### src/rtl/fetch_unit_pkg.sv
// Shared constants for the instruction fetch stage: word/address widths,
// opcode field bounds and the fetch state encoding.
package fetch_unit_pkg;
    localparam int DEF_ADDR_W  = 8;
    localparam int DEF_INSTR_W = 16;
    localparam int OPC_HI      = 15;
    localparam int OPC_LO      = 11;
    localparam int OPC_W       = OPC_HI - OPC_LO + 1;

    typedef enum logic {
        IDLE = 1'b0,
        REQ  = 1'b1
    } fetch_state_t;
endpackage

### src/rtl/fetch_unit_ret_stack.sv
// Small LIFO holding return addresses. The occupancy counter saturates at
// both ends, so full/empty are exact and the pointer never wraps.
module ret_stack #(
    parameter int DEPTH = 4,
    parameter int WIDTH = 8
) (
    input  logic             clk,
    input  logic             rst,
    input  logic             push,
    input  logic             pop,
    input  logic [WIDTH-1:0] din,
    output logic [WIDTH-1:0] dout,
    output logic             full,
    output logic             empty
);
    localparam int IDX_W = $clog2(DEPTH);
    localparam int CNT_W = IDX_W + 1;

    logic [WIDTH-1:0] mem [DEPTH];
    logic [CNT_W-1:0] cnt;
    logic [CNT_W-1:0] top_cnt;
    logic [IDX_W-1:0] top_idx;

    assign full    = (cnt == CNT_W'(DEPTH));
    assign empty   = (cnt == '0);
    assign top_cnt = cnt - CNT_W'(1);
    assign top_idx = top_cnt[IDX_W-1:0];
    assign dout    = mem[top_idx];

    always_ff @(posedge clk or posedge rst) begin
        if (rst) begin
            cnt <= '0;
        end else if (push && !full) begin
            cnt <= cnt + CNT_W'(1);
        end else if (pop && !empty) begin
            cnt <= cnt - CNT_W'(1);
        end
    end

    // Storage carries data only; occupancy alone decides validity.
    always_ff @(posedge clk) begin
        if (push && !full) begin
            mem[cnt[IDX_W-1:0]] <= din;
        end
    end
endmodule

### src/rtl/fetch_unit.sv
// Instruction fetch stage: owns PC, IR and the return stack, fetches words
// over a variable-latency req/ack handshake and applies jump/call/ret in IDLE.
module fetch_unit
    import fetch_unit_pkg::*;
#(
    parameter int ADDR_W      = DEF_ADDR_W,
    parameter int INSTR_W     = DEF_INSTR_W,
    parameter int STACK_DEPTH = 4,
    parameter int TIMEOUT     = 15
) (
    input  logic               clk,
    input  logic               rst,
    input  logic               fetch_start,
    input  logic               jump,
    input  logic               call,
    input  logic               ret,
    input  logic [ADDR_W-1:0]  target,
    output logic               imem_req,
    output logic [ADDR_W-1:0]  imem_addr,
    input  logic [INSTR_W-1:0] imem_rdata,
    input  logic               imem_ack,
    output logic [INSTR_W-1:0] ir,
    output logic [OPC_W-1:0]   opcode,
    output logic [ADDR_W-1:0]  pc,
    output logic               busy,
    output logic               fetch_done,
    output logic               fetch_err,
    output logic               stk_ovf,
    output logic               stk_unf
);
    localparam int CNT_W = $clog2(TIMEOUT + 1);

    fetch_state_t      state;
    logic [CNT_W-1:0]  wait_cnt;
    logic              cmd_ok;
    logic              stk_push;
    logic              stk_pop;
    logic              stk_full;
    logic              stk_empty;
    logic [ADDR_W-1:0] stk_dout;

    assign cmd_ok    = (state == IDLE);
    assign stk_push  = cmd_ok && call && !stk_full;
    assign stk_pop   = cmd_ok && !call && ret && !stk_empty;
    assign imem_addr = pc;
    assign busy      = (state == REQ);
    assign opcode    = ir[OPC_HI:OPC_LO];

    ret_stack #(
        .DEPTH (STACK_DEPTH),
        .WIDTH (ADDR_W)
    ) u_ret_stack (
        .clk   (clk),
        .rst   (rst),
        .push  (stk_push),
        .pop   (stk_pop),
        .din   (pc),
        .dout  (stk_dout),
        .full  (stk_full),
        .empty (stk_empty)
    );

    always_ff @(posedge clk or posedge rst) begin
        if (rst) begin
            state      <= IDLE;
            pc         <= '0;
            ir         <= '0;
            wait_cnt   <= '0;
            imem_req   <= 1'b0;
            fetch_done <= 1'b0;
            fetch_err  <= 1'b0;
            stk_ovf    <= 1'b0;
            stk_unf    <= 1'b0;
        end else begin
            fetch_done <= 1'b0;
            case (state)
                IDLE: begin
                    // PC command commits now so a same-cycle fetch uses the new PC.
                    if (call) begin
                        pc <= target;
                        if (stk_full) stk_ovf <= 1'b1;
                    end else if (ret) begin
                        if (stk_empty) stk_unf <= 1'b1;
                        else           pc      <= stk_dout;
                    end else if (jump) begin
                        pc <= target;
                    end
                    if (fetch_start) begin
                        state    <= REQ;
                        imem_req <= 1'b1;
                        wait_cnt <= '0;
                    end
                end
                REQ: begin
                    if (imem_ack) begin
                        ir         <= imem_rdata;
                        pc         <= pc + ADDR_W'(1);
                        fetch_done <= 1'b1;
                        imem_req   <= 1'b0;
                        state      <= IDLE;
                    end else if (wait_cnt == CNT_W'(TIMEOUT - 1)) begin
                        fetch_err <= 1'b1;
                        imem_req  <= 1'b0;
                        state     <= IDLE;
                    end else begin
                        wait_cnt <= wait_cnt + CNT_W'(1);
                    end
                end
                default: state <= IDLE;
            endcase
        end
    end
endmodule

### config.mk
export PLATFORM = sky130hd
export DESIGN_NAME = fetch_unit
export DESIGN_NICKNAME = d
export VERILOG_FILES = /design/src/rtl/fetch_unit_pkg.sv /design/src/rtl/fetch_unit_ret_stack.sv /design/src/rtl/fetch_unit.sv
export SDC_FILE = /design/constraint.sdc
export NUM_CORES = 1
export LEC_CHECK = 0
export ABC_AREA = 1
export BUFFER_PORTS_ARGS = -buffer_cell sky130_fd_sc_hd__buf_2
export CORE_AREA = 3 3 88 90
export CTS_CLUSTER_DIAMETER = 120
export CTS_CLUSTER_SIZE = 10
export DETAILED_ROUTE_END_ITERATION = 8
export DIE_AREA = 0 0 91 93
export PLACE_DENSITY = 0.79
export SYNTH_ARGS = -nofsm -noshare
export SYNTH_HDL_FRONTEND = slang
export SYNTH_HIERARCHICAL = 1
export SYNTH_SLANG_ARGS = --single-unit
### constraint.sdc
create_clock -name clk -period 2.04 [get_ports clk]
set_clock_uncertainty 0.05 [all_clocks]
set_input_delay 0.306 -clock clk [delete_from_list [all_inputs] [get_ports clk]]
set_output_delay 0.306 -clock clk [all_outputs]
set_load 0.03 [all_outputs]
# [Word level (Yosys, flattened, before mapping)]
# Memories as Yosys holds them, arrays and structs flattened.
# Cells that the tools add are included.
[word_totals] regBits=37 latchBits=0 ram_bits=32 rom_bits=0 in_bits=31 output_inout_bits=43 wordCells=70 memories=1
[mem_list] name="u_ret_stack.mem" depth=4 word_bits=8 rd=1 rd_clocked_by_memory_dff=0 write_ports=1 line="fetch_unit_ret_stack.sv:19" text="logic [WIDTH-1:0] mem [DEPTH];"
[op_classes] add_sub_neg=4 multipliers=0 div_mod_pow=0 magnitude_cmp=0 n_eq_ne=9 shift=0 mux=24 bitwise=3 reduce_logical=19
[ops] operator="$mux W8" n=5
[ops] operator="$pmux W8 S2" n=1
[ops] operator="$mux W4" n=3
[ops] operator="$reduce_and A3 Y1" n=4
[ops] operator="$mux W1" n=10
[ops] operator="$add A8 B1 Y8 const B" n=1
[ops] operator="$ne A2 B2 Y1 const B" n=4
[ops] operator="$ne A4 B4 Y1 const B" n=2
[ops] operator="$pmux W4 S2" n=1
[ops] operator="$logic_and A1 B1 Y1" n=7
[ops] operator="$mux W3" n=2
[ops] operator="$add A4 B1 Y4 const B" n=1
[ops] operator="$eq A4 B4 Y1 const B" n=1
[ops] operator="$pmux W1 S2" n=2
[ops] operator="$reduce_and A2 Y1" n=2
[ops] operator="$reduce_and A4 Y1" n=1
[ops] operator="$add A3 B1 Y3 const B" n=1
[ops] operator="$eq A3 B3 Y1 const B" n=1
[ops] operator="$logic_not A1 Y1" n=3
[ops] operator="$logic_not A3 Y1" n=1
[ops] operator="$ne A3 B2 Y1 const B" n=1
[ops] operator="$not A1 Y1" n=3
[ops] operator="$sub A3 B1 Y3 const B" n=1
[ops] operator="$reduce_bool A2 Y1" n=1

# [Logic depth before layout (Yosys ltp)]
[depth] ltp_word=7 mapped_depth=14 ltp_nobuf=11

# [Cells and area by module]
# The synthesis kept the hierarchy.
[by_module_without_submodules] mod="fetch_unit" n_inst=1 cells_each=242 area_each_um2=1841.8 seq_area_each_um2=850.8
[by_module_without_submodules] mod="ret_stack" n_inst=1 cells_each=141 area_each_um2=1584.0 seq_area_each_um2=1036.0

# [Worst setup path before layout]
# Ideal clock, no wire load.
[synth_timing] path_type="register -> register" startpoint="register u_ret_stack.cnt[0]" endpoint="memory u_ret_stack.mem[1][0], enable pin" setup_ns=0.371 arrival_ns=1.815 required_ns=1.619 slack_ns=-0.196 path_stages_with_launch=10 n_path_buf=2 period_less_slack_ns=2.236 path_cell_list="dfrtp_1 buf_6 inv_6 buf_6 ha_1 nand2_1 inv_1 nor3_1 nand2_2 nor2_1"
[synth_between] elab_chain_cells=6
[synth_rtl] item="start: declaration" line="fetch_unit_ret_stack.sv:20" text="logic [CNT_W-1:0] cnt;"
[synth_rtl] item="start signal: assignment" line="fetch_unit_ret_stack.sv:34" text="cnt <= cnt + CNT_W'(1);"
[synth_rtl] item="start signal: assignment" line="fetch_unit_ret_stack.sv:36" text="cnt <= cnt - CNT_W'(1);"
[synth_rtl] item="$eq A3 B3 Y1" line="fetch_unit_ret_stack.sv:24" text="assign full = (cnt == CNT_W'(DEPTH));"
[synth_rtl] item="net stk_full" line="fetch_unit.sv:38" text="logic stk_full;"
[synth_rtl] item="$logic_not A1 Y1" line="fetch_unit.sv:43" text="assign stk_push = cmd_ok && call && !stk_full;"
[synth_rtl] item="$logic_and A1 B1 Y1" line="fetch_unit.sv:43"
[synth_rtl] item="net stk_push" line="fetch_unit.sv:36" text="logic stk_push;"
[synth_rtl] item="$logic_and A1 B1 Y1" line="fetch_unit_ret_stack.sv:42" text="if (push && !full) begin"
[synth_rtl] item="$mux W1" line="fetch_unit_ret_stack.sv:42"
[synth_rtl] item="$mux W1 (implied by the code)" line="fetch_unit_ret_stack.sv:43" text="mem[cnt[IDX_W-1:0]] <= din;"
[synth_rtl] item="end: declaration" line="fetch_unit_ret_stack.sv:19"
# The timed path passes the listed nets, and every way through them passes these cells.

# [Worst setup path after layout]
[layout_timing] startpoint="register u_ret_stack.cnt[1]" endpoint="memory u_ret_stack.mem[1][5], enable pin"
# The elaborated chain is that of the path after synthesis.

==> qor.yml <==
status: "complete, no violations"
drive_gt1_share_pct: 25.38
ys_ff_latch: 69
start_util_pct: 48.00
final_cell_mix: "nand2_1, buf_2, inv_1, nor2_1, dfrtp_1"
cts_sinks: 69
grt_pass1_wl_um: 11690
syn_area_um2: 3426
stdcell_count: 556
dpl.hpwl_um: 5053
cts_buffers: 9
antenna-diode-count: 0
final_common_cell: "nand2_1"
final_core_util_pct: 56.31
hold_viol_final: 0
grt_remaining_overflow: 0
drv_cap: 0
viasPerCell: 4.764
setup_viol_count_final: 0
cp.required_ns: 2.01
synth_top_cell_by_area: "edfxtp_1"
tritoncts: "yes"
critPathLaunchType: "register"
period_minus_slack_ns: 1.905
synth_top_area_share_pct: 28.05
drc_errors: 0
holdCritPathClass: "input port to register"
crit_path_max_fanout: 8
layout.nets: 492
pwr_density_cell_nw_per_um2: 1401
max-vdd-ir-drop_uv: 633.0
die_w_um: 91
cp_cell_sequence: "inv_1 > ha_2 > nand2_1 > inv_1 > nor3_4 > nand2_4 > nor2_4"
die_h_um: 93
crit_path_end_kind: "register"
dp.cells: 537
portBuffers: 73
antenna_found_initial: 0
core_um2: 7137
grt_pass1_vias: 2468
drt_first_pass_iters: 4
critPathArrivalTime_ns: 1.88
max_slew_margin_pct: 71.22
synthFlopType: "dfrtp_1"
synth_edf_count: 32
synthCells: 383
max_stage_delay_ns: 0.38
tightest_slew_ns: 0.4318
timing.critical_path.mode_cell: "inv_1"
fin_crit_sh_pct: 93.37
clk_pin_slew_worst_paths_ns: 0.07
critPathTopFamily: "simple AND/OR/NAND/NOR gates"
wirelength_um: 7088
grt_max_degree: 35
clk_path_buf_depth: 2
design.die.area_um2: 8463
vias: 2649
p_leak_nw: 2.000
h-tree-depth: 3
crit_type: "register to register"
yosysWarnings: 6
syn_avg_cell_area_um2: 8.945
syn_nets: 423
synth.area.top_cells: "edfxtp_1, dfrtp_1, nand2_1, nor2_1, inv_1"
grtUsageTotal_pct: 17.67
slew_violations: 0
crit_buf_inv: 2
syn2layout_area_growth_pct: 17.31
ant_nets: 0
wl_per_cell_um: 12.75
io-pin-count: 74
slowest_stage: "dfrtp_1"
fmax_ghz: 0.5250
clock_latency_ns: 0.34
root_buffer: "clkbuf_8"
drt_iter0_markers: 177
place_congestion: 0.8085
yosys.cell_types.count: 30
seq_area_frac_synth_pct: 55.08
synthArstFlopShare_pct: 53.62
rsz0062_at_grt: "no"
row_count: 31
==> worst min-delay path: cells and delay by family <==
kind / cells / cell delay (ns)
buf+inv: 1 / 0.07
simple gates: 2 / 0.08
==> cells in the mapped netlist, types with 2 or more instances <==
cell and number:
inv_1 40, nand3b_1 3, buf_2 3, o21ai_0 15, nand2_1 122, nor2_1 42, ha_1 9, a21oi_1 8
nand3_1 19, o21ai_1 3, inv_2 3, o211ai_1 9, o21bai_1 3, edfxtp_1 32, nand4_1 2, nor2_2 2
buf_4 14, nand2_2 2, dfrtp_1 37, nor3_1 2, buf_6 4
==> what timing repair did <==
action	4_1_cts	5_1_grt
endpoints found under the hold margin	3	0
pin swaps	0	3
resized for setup	2	11
setup buffers	0	2
hold buffers	1	0
endpoints found under the setup margin	9	43
==> power by group <==
part	total, mW	switching (mW)	internal, mW
combinational	2.46	1.65	0.807
clock	0.956	0.485	0.471
sequential	2.21	0.353	1.86
==> stage by stage <==
step	instance area (um2)	total power, mW	setup slack (ns)	setup TNS, ns	hold slack (ns)
finish	4019	5.629	0.1353	0	0.09740
floorplan	3436	4.114	-0.07265	-2.325	0.009644
CTS	3956	5.560	-0.009340	-0.1116	0.08286
detailed placement	3769	4.565	-0.02243	-0.1764	0.1386
global route	4019	6.067	0.0009521	0	0.08341
global placement	3769	4.494	0.07203	0	0.1390
==> routing by layer <==
metal / routed length, um / up-vias / global-route usage, %
met1: 3085 / 1221 / 21.84
met4: 65 / 0 / 5.779
met2: 3407 / 75 / 28.94
met5: 0 / - / 0
li1: - / 1346 / -
met3: 530 / 7 / 6.356
==> registers in the layout (all words and copies together) (netlist names) <==
name / count
busy: 1
fetch_done: 1
fetch_err: 1
imem_addr: 8
imem_req: 1
ir: 16
stk_ovf: 1
stk_unf: 1
u_ret_stack/cnt: 3
u_ret_stack/mem: 32
wait_cnt: 4
==> layout make-up <==
type / instances / area (um2)
fill: 677 / 3118
clock buffer: 12 / 145.1
tap: 99 / 123.9
sequential: 69 / 1887
multi-input combinational: 246 / 1227
timing repair buffer: 81 / 435.4
inverter: 45 / 176.4
clock inverter: 4 / 23.77
==> path summary, 6_finish.rpt <==
check	endpoint	cells after the start	slack (ns)	from
max	u_ret_stack/mem[1][5]	7	0.14	u_ret_stack/cnt[1]
min	ir[0]	3	0.1	imem_rdata[0]
max reg2reg	u_ret_stack/mem[1][5]	7	0.14	u_ret_stack/cnt[1]
min reg2reg	stk_unf	2	0.43	stk_unf
max in group asynchronous	imem_addr[1]	4	1.07	rst
min in group asynchronous	u_ret_stack/cnt[0]	3	0.33	rst
==> logic make-up after synthesis <==
logic type                 Yosys count  synth area share (%)
AOI/OAI and AO/OA                   39                 6.683
buffers and inverters               68                 10.81
and+or+nand+nor                    198                 24.14
DFF                                 69                 55.08
adders and majority gates            9                 3.287
No activity file was read; power rests on OpenSTA's default activity.
